$ cat src/rtl/axi3_to_axi4_bresp_merger.sv
// axi3_to_axi4_bresp_merger
// Write-response side of the AXI4-to-AXI3 burst splitter. Each AXI4 write
// burst is issued as one or more AXI3 sub-bursts; this block collects the
// AXI3 B responses of every sub-burst and returns one merged AXI4 B response.
// The address-side splitter pushes the sub-burst count of each transaction
// into a small tracking FIFO, in issue order.
module axi3_to_axi4_bresp_merger #(
    parameter int AXI4_Aw_len = 8,
    parameter int AXI3_Aw_len = 4,
    parameter int Queue_Addr  = 2
) (
    input  logic                             ACLK,
    input  logic                             ARESET,
    input  logic                             Split_Push,
    input  logic [AXI4_Aw_len-AXI3_Aw_len:0] Split_Num_Bursts,
    output logic                             Queue_Is_Full,
    output logic                             Queue_Is_Empty,
    input  logic [1:0]                       S_AXI_bresp,
    input  logic                             S_AXI_bvalid,
    output logic                             S_AXI_bready,
    output logic [1:0]                       M_AXI_bresp,
    output logic                             M_AXI_bvalid,
    input  logic                             M_AXI_bready
);

    localparam int CNT_W = AXI4_Aw_len - AXI3_Aw_len + 1;
    localparam int DEPTH = 2 ** Queue_Addr;

    localparam logic [1:0] RESP_OKAY   = 2'b00;
    localparam logic [1:0] RESP_EXOKAY = 2'b01;

    typedef enum logic [1:0] {
        IDLE,
        COLLECT,
        RESPOND
    } state_t;

    state_t state, state_nxt;

    // Tracking FIFO
    logic [CNT_W-1:0]      mem [DEPTH];
    logic [Queue_Addr-1:0] wr_ptr, rd_ptr;
    logic [Queue_Addr:0]   occ;
    logic                  push_ok;
    logic                  pop;
    logic [CNT_W-1:0]      head_cnt;

    // Merge datapath
    logic [CNT_W-1:0] cnt;
    logic [1:0]       worst;
    logic             all_ex;
    logic             load;
    logic             s_hs;
    logic [1:0]       sub_sev;
    logic [1:0]       worst_nxt;
    logic             all_ex_nxt;
    logic [1:0]       final_resp;

    assign Queue_Is_Full  = (occ == (Queue_Addr + 1)'(DEPTH));
    assign Queue_Is_Empty = (occ == '0);
    assign push_ok        = Split_Push && !Queue_Is_Full;
    assign s_hs           = S_AXI_bvalid && S_AXI_bready;
    // A stored count of zero still means one sub-burst.
    assign head_cnt       = (mem[rd_ptr] == '0) ? CNT_W'(1) : mem[rd_ptr];

    // FIFO storage write.
    // NOTE: the storage array carries no reset; occupancy and pointers alone
    // decide which entries are valid, so clearing the data would add nothing.
    always_ff @(posedge ACLK) begin
        if (push_ok) begin
            mem[wr_ptr] <= Split_Num_Bursts;
        end
    end

    // FIFO pointers and occupancy; a simultaneous push and pop keeps occupancy.
    // NOTE: sequential state uses non-blocking assignments only, so every
    // register samples the pre-edge values of the others.
    always_ff @(posedge ACLK) begin
        if (ARESET) begin
            wr_ptr <= '0;
            rd_ptr <= '0;
            occ    <= '0;
        end else begin
            if (push_ok) wr_ptr <= wr_ptr + Queue_Addr'(1);
            if (pop)     rd_ptr <= rd_ptr + Queue_Addr'(1);
            case ({push_ok, pop})
                2'b10:   occ <= occ + (Queue_Addr + 1)'(1);
                2'b01:   occ <= occ - (Queue_Addr + 1)'(1);
                default: occ <= occ;
            endcase
        end
    end

    // FSM state register.
    always_ff @(posedge ACLK) begin
        if (ARESET) state <= IDLE;
        else        state <= state_nxt;
    end

    // FSM next-state and handshake outputs.
    // NOTE: every signal driven here gets a default first, so no path can
    // leave one unassigned and infer a latch.
    always_comb begin
        state_nxt    = state;
        S_AXI_bready = 1'b0;
        M_AXI_bvalid = 1'b0;
        load         = 1'b0;
        pop          = 1'b0;
        case (state)
            IDLE: begin
                if (!Queue_Is_Empty) begin
                    load      = 1'b1;
                    state_nxt = COLLECT;
                end
            end
            COLLECT: begin
                S_AXI_bready = 1'b1;
                if (S_AXI_bvalid && (cnt == CNT_W'(1))) state_nxt = RESPOND;
            end
            RESPOND: begin
                M_AXI_bvalid = 1'b1;
                if (M_AXI_bready) begin
                    pop       = 1'b1;
                    state_nxt = IDLE;
                end
            end
            default: state_nxt = IDLE;
        endcase
    end

    // Merge of the incoming sub-response into the running worst / all-EXOKAY.
    always_comb begin
        sub_sev    = S_AXI_bresp[1] ? S_AXI_bresp : RESP_OKAY;
        worst_nxt  = (sub_sev > worst) ? sub_sev : worst;
        all_ex_nxt = all_ex && (S_AXI_bresp == RESP_EXOKAY);
        if (worst_nxt[1])    final_resp = worst_nxt;
        else if (all_ex_nxt) final_resp = RESP_EXOKAY;
        else                 final_resp = RESP_OKAY;
    end

    // Sub-burst counter, merge registers and the held merged response.
    always_ff @(posedge ACLK) begin
        if (ARESET) begin
            cnt         <= '0;
            worst       <= RESP_OKAY;
            all_ex      <= 1'b0;
            M_AXI_bresp <= RESP_OKAY;
        end else if (load) begin
            cnt    <= head_cnt;
            worst  <= RESP_OKAY;
            all_ex <= 1'b1;
        end else if (s_hs) begin
            cnt    <= cnt - CNT_W'(1);
            worst  <= worst_nxt;
            all_ex <= all_ex_nxt;
            if (cnt == CNT_W'(1)) M_AXI_bresp <= final_resp;
        end
    end

endmodule

$ cat config.mk
export PLATFORM = sky130hd
export DESIGN_NAME = axi3_to_axi4_bresp_merger
export DESIGN_NICKNAME = d
export VERILOG_FILES = /design/src/rtl/axi3_to_axi4_bresp_merger.sv
export SDC_FILE = /design/constraint.sdc
export NUM_CORES = 1
export LEC_CHECK = 0
export CORE_ASPECT_RATIO = 1.25
export CORE_MARGIN = 2
export CORE_UTILIZATION = 60
export DETAILED_ROUTE_END_ITERATION = 8
export PLACE_DENSITY = 0.84
export SYNTH_ARGS = -nofsm -noshare
export SYNTH_HDL_FRONTEND = slang
export SYNTH_SLANG_ARGS = --single-unit
$ cat constraint.sdc
create_clock -name ACLK -period 3.5 [get_ports ACLK]
set_input_delay 0.7 -clock ACLK [delete_from_list [all_inputs] [get_ports ACLK]]
set_output_delay 0.7 -clock ACLK [all_outputs]
set_load 0.02 [all_outputs]
==> results of run 1 <==
## sequential cells by signal, summed over array words and instances (netlist names), named ones only
signal and cells:
cnt 5, mem 20, wr_ptr 2, rd_ptr 2
state 2, M_AXI_bresp 2, worst 2, all_ex 1
occ 3
## per-layer routing
layer / up-vias / share of wire [%] / GRT usage (%)
li1: 610 / - / -
met1: 587 / 42 / 24.27
met2: 24 / 51 / 33.54
met3: 9 / 4.2 / 7.466
met4: 0 / 2.5 / 9.615
met5: - / 0 / 0
## cell families after synthesis
logic type	after synthesis	synth area share [%]
and+or+nand+nor	54	14.77
DFF	41	54.77
AOI/OAI and AO/OA	22	7.920
buffers and inverters	20	4.496
adders and majority gates	11	7.785
xor gates and xnor gates	7	3.289
muxes	6	6.980
## stage by stage
stage / cells / total power, W / worst slack [ps] / hold slack (ps) / area (um2)
2_1_floorplan: 161 / 0.0006855 / 1022 / 443.4 / 1864
3_3_place_gp: 208 / 0.0007287 / 871.8 / 451.8 / 2048
3_5_place_dp: 208 / 0.0007400 / 739.5 / 464.6 / 2048
4_1_cts: 216 / 0.001116 / 1016 / 483.6 / 2151
5_1_grt: 216 / 0.001162 / 962.6 / 511.7 / 2151
6_report: 216 / 0.001109 / 1042 / 478.2 / 2151
## Yosys cell counts, types with 5 or more instances
cell	count	share of area (%)
nand2_1	6	1.2
dfxtp_1	21	23
inv_1	14	2.8
nor3_1	6	1.6
nor2_1	19	3.8
edfxtp_1	20	32
and2_1	5	1.7
ha_1	10	6.7
a21oi_1	8	2.1
nand3_1	5	1.3
## report_power, final
part / total (W) / internal [W] / switching [W]
sequential: 0.000563 / 0.000538 / 0.0000249
combinational: 0.000167 / 0.0000739 / 0.0000934
clock: 0.000378 / 0.000221 / 0.000157
## tightest hold or removal path: cells and delay by family, from the launching register on
kind             cells  cell delay (ps)
AO/OA/AOI/OAI        1               50
flip-flops           1              330
AND/OR/NAND/NOR      1               60
## worst max path at each step
| stage | to | slack, ps | cells past startpoint |
|---|---|---|---|
| 5_1_grt | Queue_Is_Empty | 960 | 2 |
| 2_1_floorplan | occ[2] | 1020 | 10 |
| 4_1_cts | Queue_Is_Empty | 1020 | 2 |
| 3_5_place_dp | occ[2] | 740 | 9 |
| 3_3_place_gp | occ[2] | 870 | 8 |
| 6_report | Queue_Is_Empty | 1040 | 2 |
## cell type report
| type | count | area, um2 | share of cell area, % |
|---|---|---|---|
| sequential | 41 | 1021 | 47.47 |
| multi-input combinational | 100 | 759.5 | 35.31 |
| timing repair buffer | 17 | 170.2 | 7.912 |
| clock inverter | 3 | 65.06 | 3.025 |
| inverter | 14 | 52.55 | 2.443 |
| tap | 36 | 45.04 | 2.094 |
| clock buffer | 5 | 37.54 | 1.745 |
==> flow_summary.yaml, run 1 <==
setup_path:
  r2r.worst_path.cells: 8
  critical_path_peak_fanout: 4
  r2r-end: "occ[2]"
  r2r_setup_slack_ps: 1210
  max_stage_delay_ps: 680
  critPathLaunchType: "flop"
  required_ps: 2800
  cp_top_family: "buffers and inverters"
  path_class: "reg -> out"
  slowest_stage: "clkdlybuf4s50_1"
  worstSetupStartpoint: "occ[0]"
  worstSetupEndpointType: "output pin"
  r2r-start: "state[1]"
  critPathArrivalTime_ps: 1760
  crit_buf_inv: 1
  crit_chain: "nor3_1 -> clkdlybuf4s50_1"
timing:
  fin_tns_setup_ps: 0
  fin_skew_ps: 9.776
  relSlewSlack_pct: 50.71
  fmax_mhz: 406.8
  worst_slew_pin_slew_ps: 737.0
  hold_viol_final: 0
  post-route-period-util_pct: 70.23
  setup_viol: 0
  rsz0062_at_grt: "false"
  drv_slew: 0
  period_needed_ps: 2458
synthesis:
  seq_area_frac_synth_pct: 54.77
  yosysWarnings: 0
  synth_edf_count: 20
  synth_seq_cells: 41
  synthesis.instances: 161
  synth_area_mm2: 0.001864
  synth-main-ff-cell: "dfxtp_1"
  synthArstFlopShare_pct: 0
  syn-num-nets: 184
  synth_cell_type_count: 37
  syn_avg_cell_area_um2: 11.58
final_layout:
  fin_util_pct: 73.02
  mostFrequentLayoutCells: "dfxtp_1 (21), edfxtp_1 (20), nor2_1 (19)"
  fin_nets: 202
  area.growth.synth_to_final_pct: 15.37
  drive_gt1_share_pct: 6.667
  fill_cells: 196
  num_antenna_cells: 0
  final_common_cell: "dfxtp_1"
clock_network:
  tritoncts: "yes"
  post_cts_resized: 0
  hold_buffers: 0
  cts_buffers: 5
  cts.sinks: 41
  cts_max_path_buffers: 2
  cts-htree-levels: 2
  clk_latency_ps: 360
  cts_root_buffer: "clkbuf_4"
  post_cts_buffers: 0
  path_clk_slew_ps: 120
grt:
  grt_max_degree: 21
  grt_overflow: 0
  grt.total_usage_pct: 20.86
  grt_pass1_vias: 1133
  grt_pass1_wl_mm: 5.050
  antenna_found_initial: 0
floorplan:
  num_rows: 22
  io_pins: 18
  start_util_pct: 63.30
  dieArea_mm2: 0.003572
  dieWidth_um: 53.86
  core_mm2: 0.002945
  dieHeight_um: 66.32
route:
  wirelength_mm: 3.225
  drc: 0
  drt_first_pass_iters: 4
  drtIter0Drc: 43
  wire_per_inst_um: 14.93
  num_vias: 1230
  antenna_left: 0
  vias_per_cell: 5.694
hold_path:
  holdPathStages: 2
  hold_class: "reg -> reg"
  hold_start: "cnt[4]"
  min_to: "cnt[4]"
power:
  peakVddDrop_v: 0.0003585
  p_leak_nw: 0.7774
  powerDensity_mw_per_mm2: 515.4
place:
  globalplace.congestion: 0.7147
  io_buffers: 17
  place_hpwl_mm: 2.402
status:
  outcome: "completed"
job:
  drv_cap: 0
(Power assumes the default switching activity.)
==> run 2, diff against run 1 <==
--- a/config.mk
+++ b/config.mk
@@ -7,9 +7,9 @@
 export LEC_CHECK = 0
 export CORE_ASPECT_RATIO = 1.25
 export CORE_MARGIN = 2
-export CORE_UTILIZATION = 60
+export CORE_UTILIZATION = 56
 export DETAILED_ROUTE_END_ITERATION = 8
-export PLACE_DENSITY = 0.84
+export PLACE_DENSITY = 0.79
 export SYNTH_ARGS = -nofsm -noshare
 export SYNTH_HDL_FRONTEND = slang
 export SYNTH_SLANG_ARGS = --single-unit
==> constraint.sdc (replaced) <==
create_clock -name ACLK -period 2.4 [get_ports ACLK]
set_input_delay 0.48 -clock ACLK [delete_from_list [all_inputs] [get_ports ACLK]]
set_output_delay 0.48 -clock ACLK [all_outputs]
set_load 0.02 [all_outputs]
==> run 2 against run 1 <==
Compared with the run above:
- combinational power is 50% higher
- register-to-register slack lost 900 ps
- sequential share of layout area is 1.2 points lower
- largest power group unchanged
- utilization shrank 3.9 points
- via count is 3.7% higher
- sequential power rose by 46%
- global-route usage is 2.8 points lower
- power is 46% higher
- critical endpoint unchanged
- hold slack improved by 2.8 ps
==> flow_summary.yaml, run 2 (same netlist as run 1, synthesis figures left out) <==
status:
  outcome: "completed"
final_layout:
  largest_register_ffs: 20
  drive_gt1_share_pct: 9.730
  biggestRegsByFlops: "mem (20), cnt (5), occ (3)"
  mostFrequentLayoutCells: "dfxtp_1 (21), edfxtp_1 (20), nor2_1 (19)"
  fin_nets: 207
  final_common_cell: "dfxtp_1"
  area.growth.synth_to_final_pct: 18.39
  max_flop_register: "mem"
  num_antenna_cells: 0
  fill_cells: 228
  final_cell_area_mm2: 0.002207
route:
  antenna_left: 0
  drtIter0Drc: 67
  num_vias: 1275
  wire_per_inst_um: 14.34
  wirelength_mm: 3.184
  vias_per_cell: 5.743
  drc: 0
  drt_first_pass_iters: 4
place:
  io_buffers: 17
  placed_cell_area_mm2: 0.002092
  globalplace.congestion: 0.8295
  place_hpwl_mm: 2.467
setup_path:
  slowest_stage: "clkdlybuf4s50_1"
  path_class: "reg -> out"
  critPathArrivalTime_ps: 1700
  max_stage_delay_ps: 680
  crit_chain: "nor3_1 -> clkdlybuf4s50_1"
  worstSetupEndpointType: "output pin"
  critPathLaunchType: "flop"
  critical_path_peak_fanout: 4
  required_ps: 1920
timing:
  relSlewSlack_pct: 57.33
  worst_slew_pin_slew_ps: 635.1
  setup_viol: 0
  post-route-period-util_pct: 90.97
  drv_slew: 0
  fmax_mhz: 458.0
  fin_skew_ps: 8.734
  hold_slack_ps: 481.0
  hold_viol_final: 0
  rsz0062_at_grt: "false"
  period_needed_ps: 2183
clock_network:
  post_cts_resized: 0
  cts_root_buffer: "clkbuf_8"
  cts.sinks: 41
  cts_buffers: 5
  post_cts_buffers: 0
  cts-htree-levels: 2
  tritoncts: "yes"
  clk_latency_ps: 290
  path_clk_slew_ps: 80
  cts_max_path_buffers: 2
  hold_buffers: 0
grt:
  grt.total_usage_pct: 18.04
  use_met3_pct: 5.784
  grt_overflow: 0
  use_met2_pct: 31.55
  grt_max_degree: 15
  top_usage_layer: "met2"
  antenna_found_initial: 0
  grtUsageMet1_pct: 20.56
  grt_pass1_vias: 1208
  grt_pass1_wl_mm: 5.271
power:
  peakVddDrop_v: 0.0005699
  p_leak_nw: 0.8051
  powerDensity_mw_per_mm2: 735.6
job:
  drv_cap: 0
floorplan:
  dieHeight_um: 68.51
  core_mm2: 0.003194
  dieArea_mm2: 0.003810
  start_util_pct: 58.36
  io_pins: 18
  dieWidth_um: 55.61
  num_rows: 23
hold_path:
  hold_class: "reg -> reg"
-- run 2: cell types whose count changed in the layout (fill, tap and decap cells not counted) --
cell	delta
nor3b_1	-1
nor3b_2	+1
clkinvlp_4	+1
clkinv_2	-1
buf_4	+5
bufinv_16	-1
clkbuf_4	-5
clkinv_4	+1
clkbuf_8	+5
-- run 2: final timing paths --
check / start / endpoint / slack, ps / cells after the start
worst max register to register: state[1] / occ[2] / 310 / 8
worst min-delay path: cnt[4] / cnt[4] / 480 / 2
worst min register to register: cnt[4] / cnt[4] / 480 / 2
worst max-delay path: occ[0] / Queue_Is_Empty / 220 / 2
-- run 2: area by class of cell --
type                       count  area [um2]  area share [%]
multi-input combinational    100       764.5           34.64
clock buffer                   5       68.82           3.118
clock inverter                 3       46.29           2.098
inverter                      14       52.55           2.381
sequential                    41        1021           46.26
timing repair buffer          22       207.7           9.410
tap                           37       46.29           2.098
-- run 2: metrics by stage --
stage / instances / setup WS (ps) / total power, W / TNS (ps) / util [%]
5_1_grt: 222 / 127.3 / 0.001699 / 0 / 69.10
2_1_floorplan: 161 / 152.0 / 0.001000 / 0 / -
3_5_place_dp: 214 / -5.535 / 0.001088 / -5.535 / 65.49
4_1_cts: 222 / 200.0 / 0.001631 / 0 / 69.10
6_report: 222 / 216.7 / 0.001624 / 0 / 69.10
3_3_place_gp: 214 / 62.36 / 0.001069 / 0 / 65.49
-- run 2: power breakdown --
group | leakage, nW | internal (W) | switching, W | total (W)
Clock | 0.0543 | 0.000311 | 0.000242 | 0.000553
Sequential | 0.355 | 0.000785 | 0.0000350 | 0.000820
Combinational | 0.396 | 0.000112 | 0.000139 | 0.000251
Total | 0.805 | 0.00121 | 0.000416 | 0.00162
-- run 2: routing by layer --
layer | wire [um] | part of all wire (%)
met4 | 34 | 1.1
met3 | 172 | 5.4
met1 | 1327 | 42
met2 | 1649 | 52
met5 | 0 | 0
-- run 2: worst max-delay path, delay by kind of cell (launching register included) --
| family | cells | cell delay, ps |
|---|---|---|
| buffers and inverters | 1 | 680 |
| and+or+nand+nor | 1 | 390 |
| DFF | 1 | 350 |
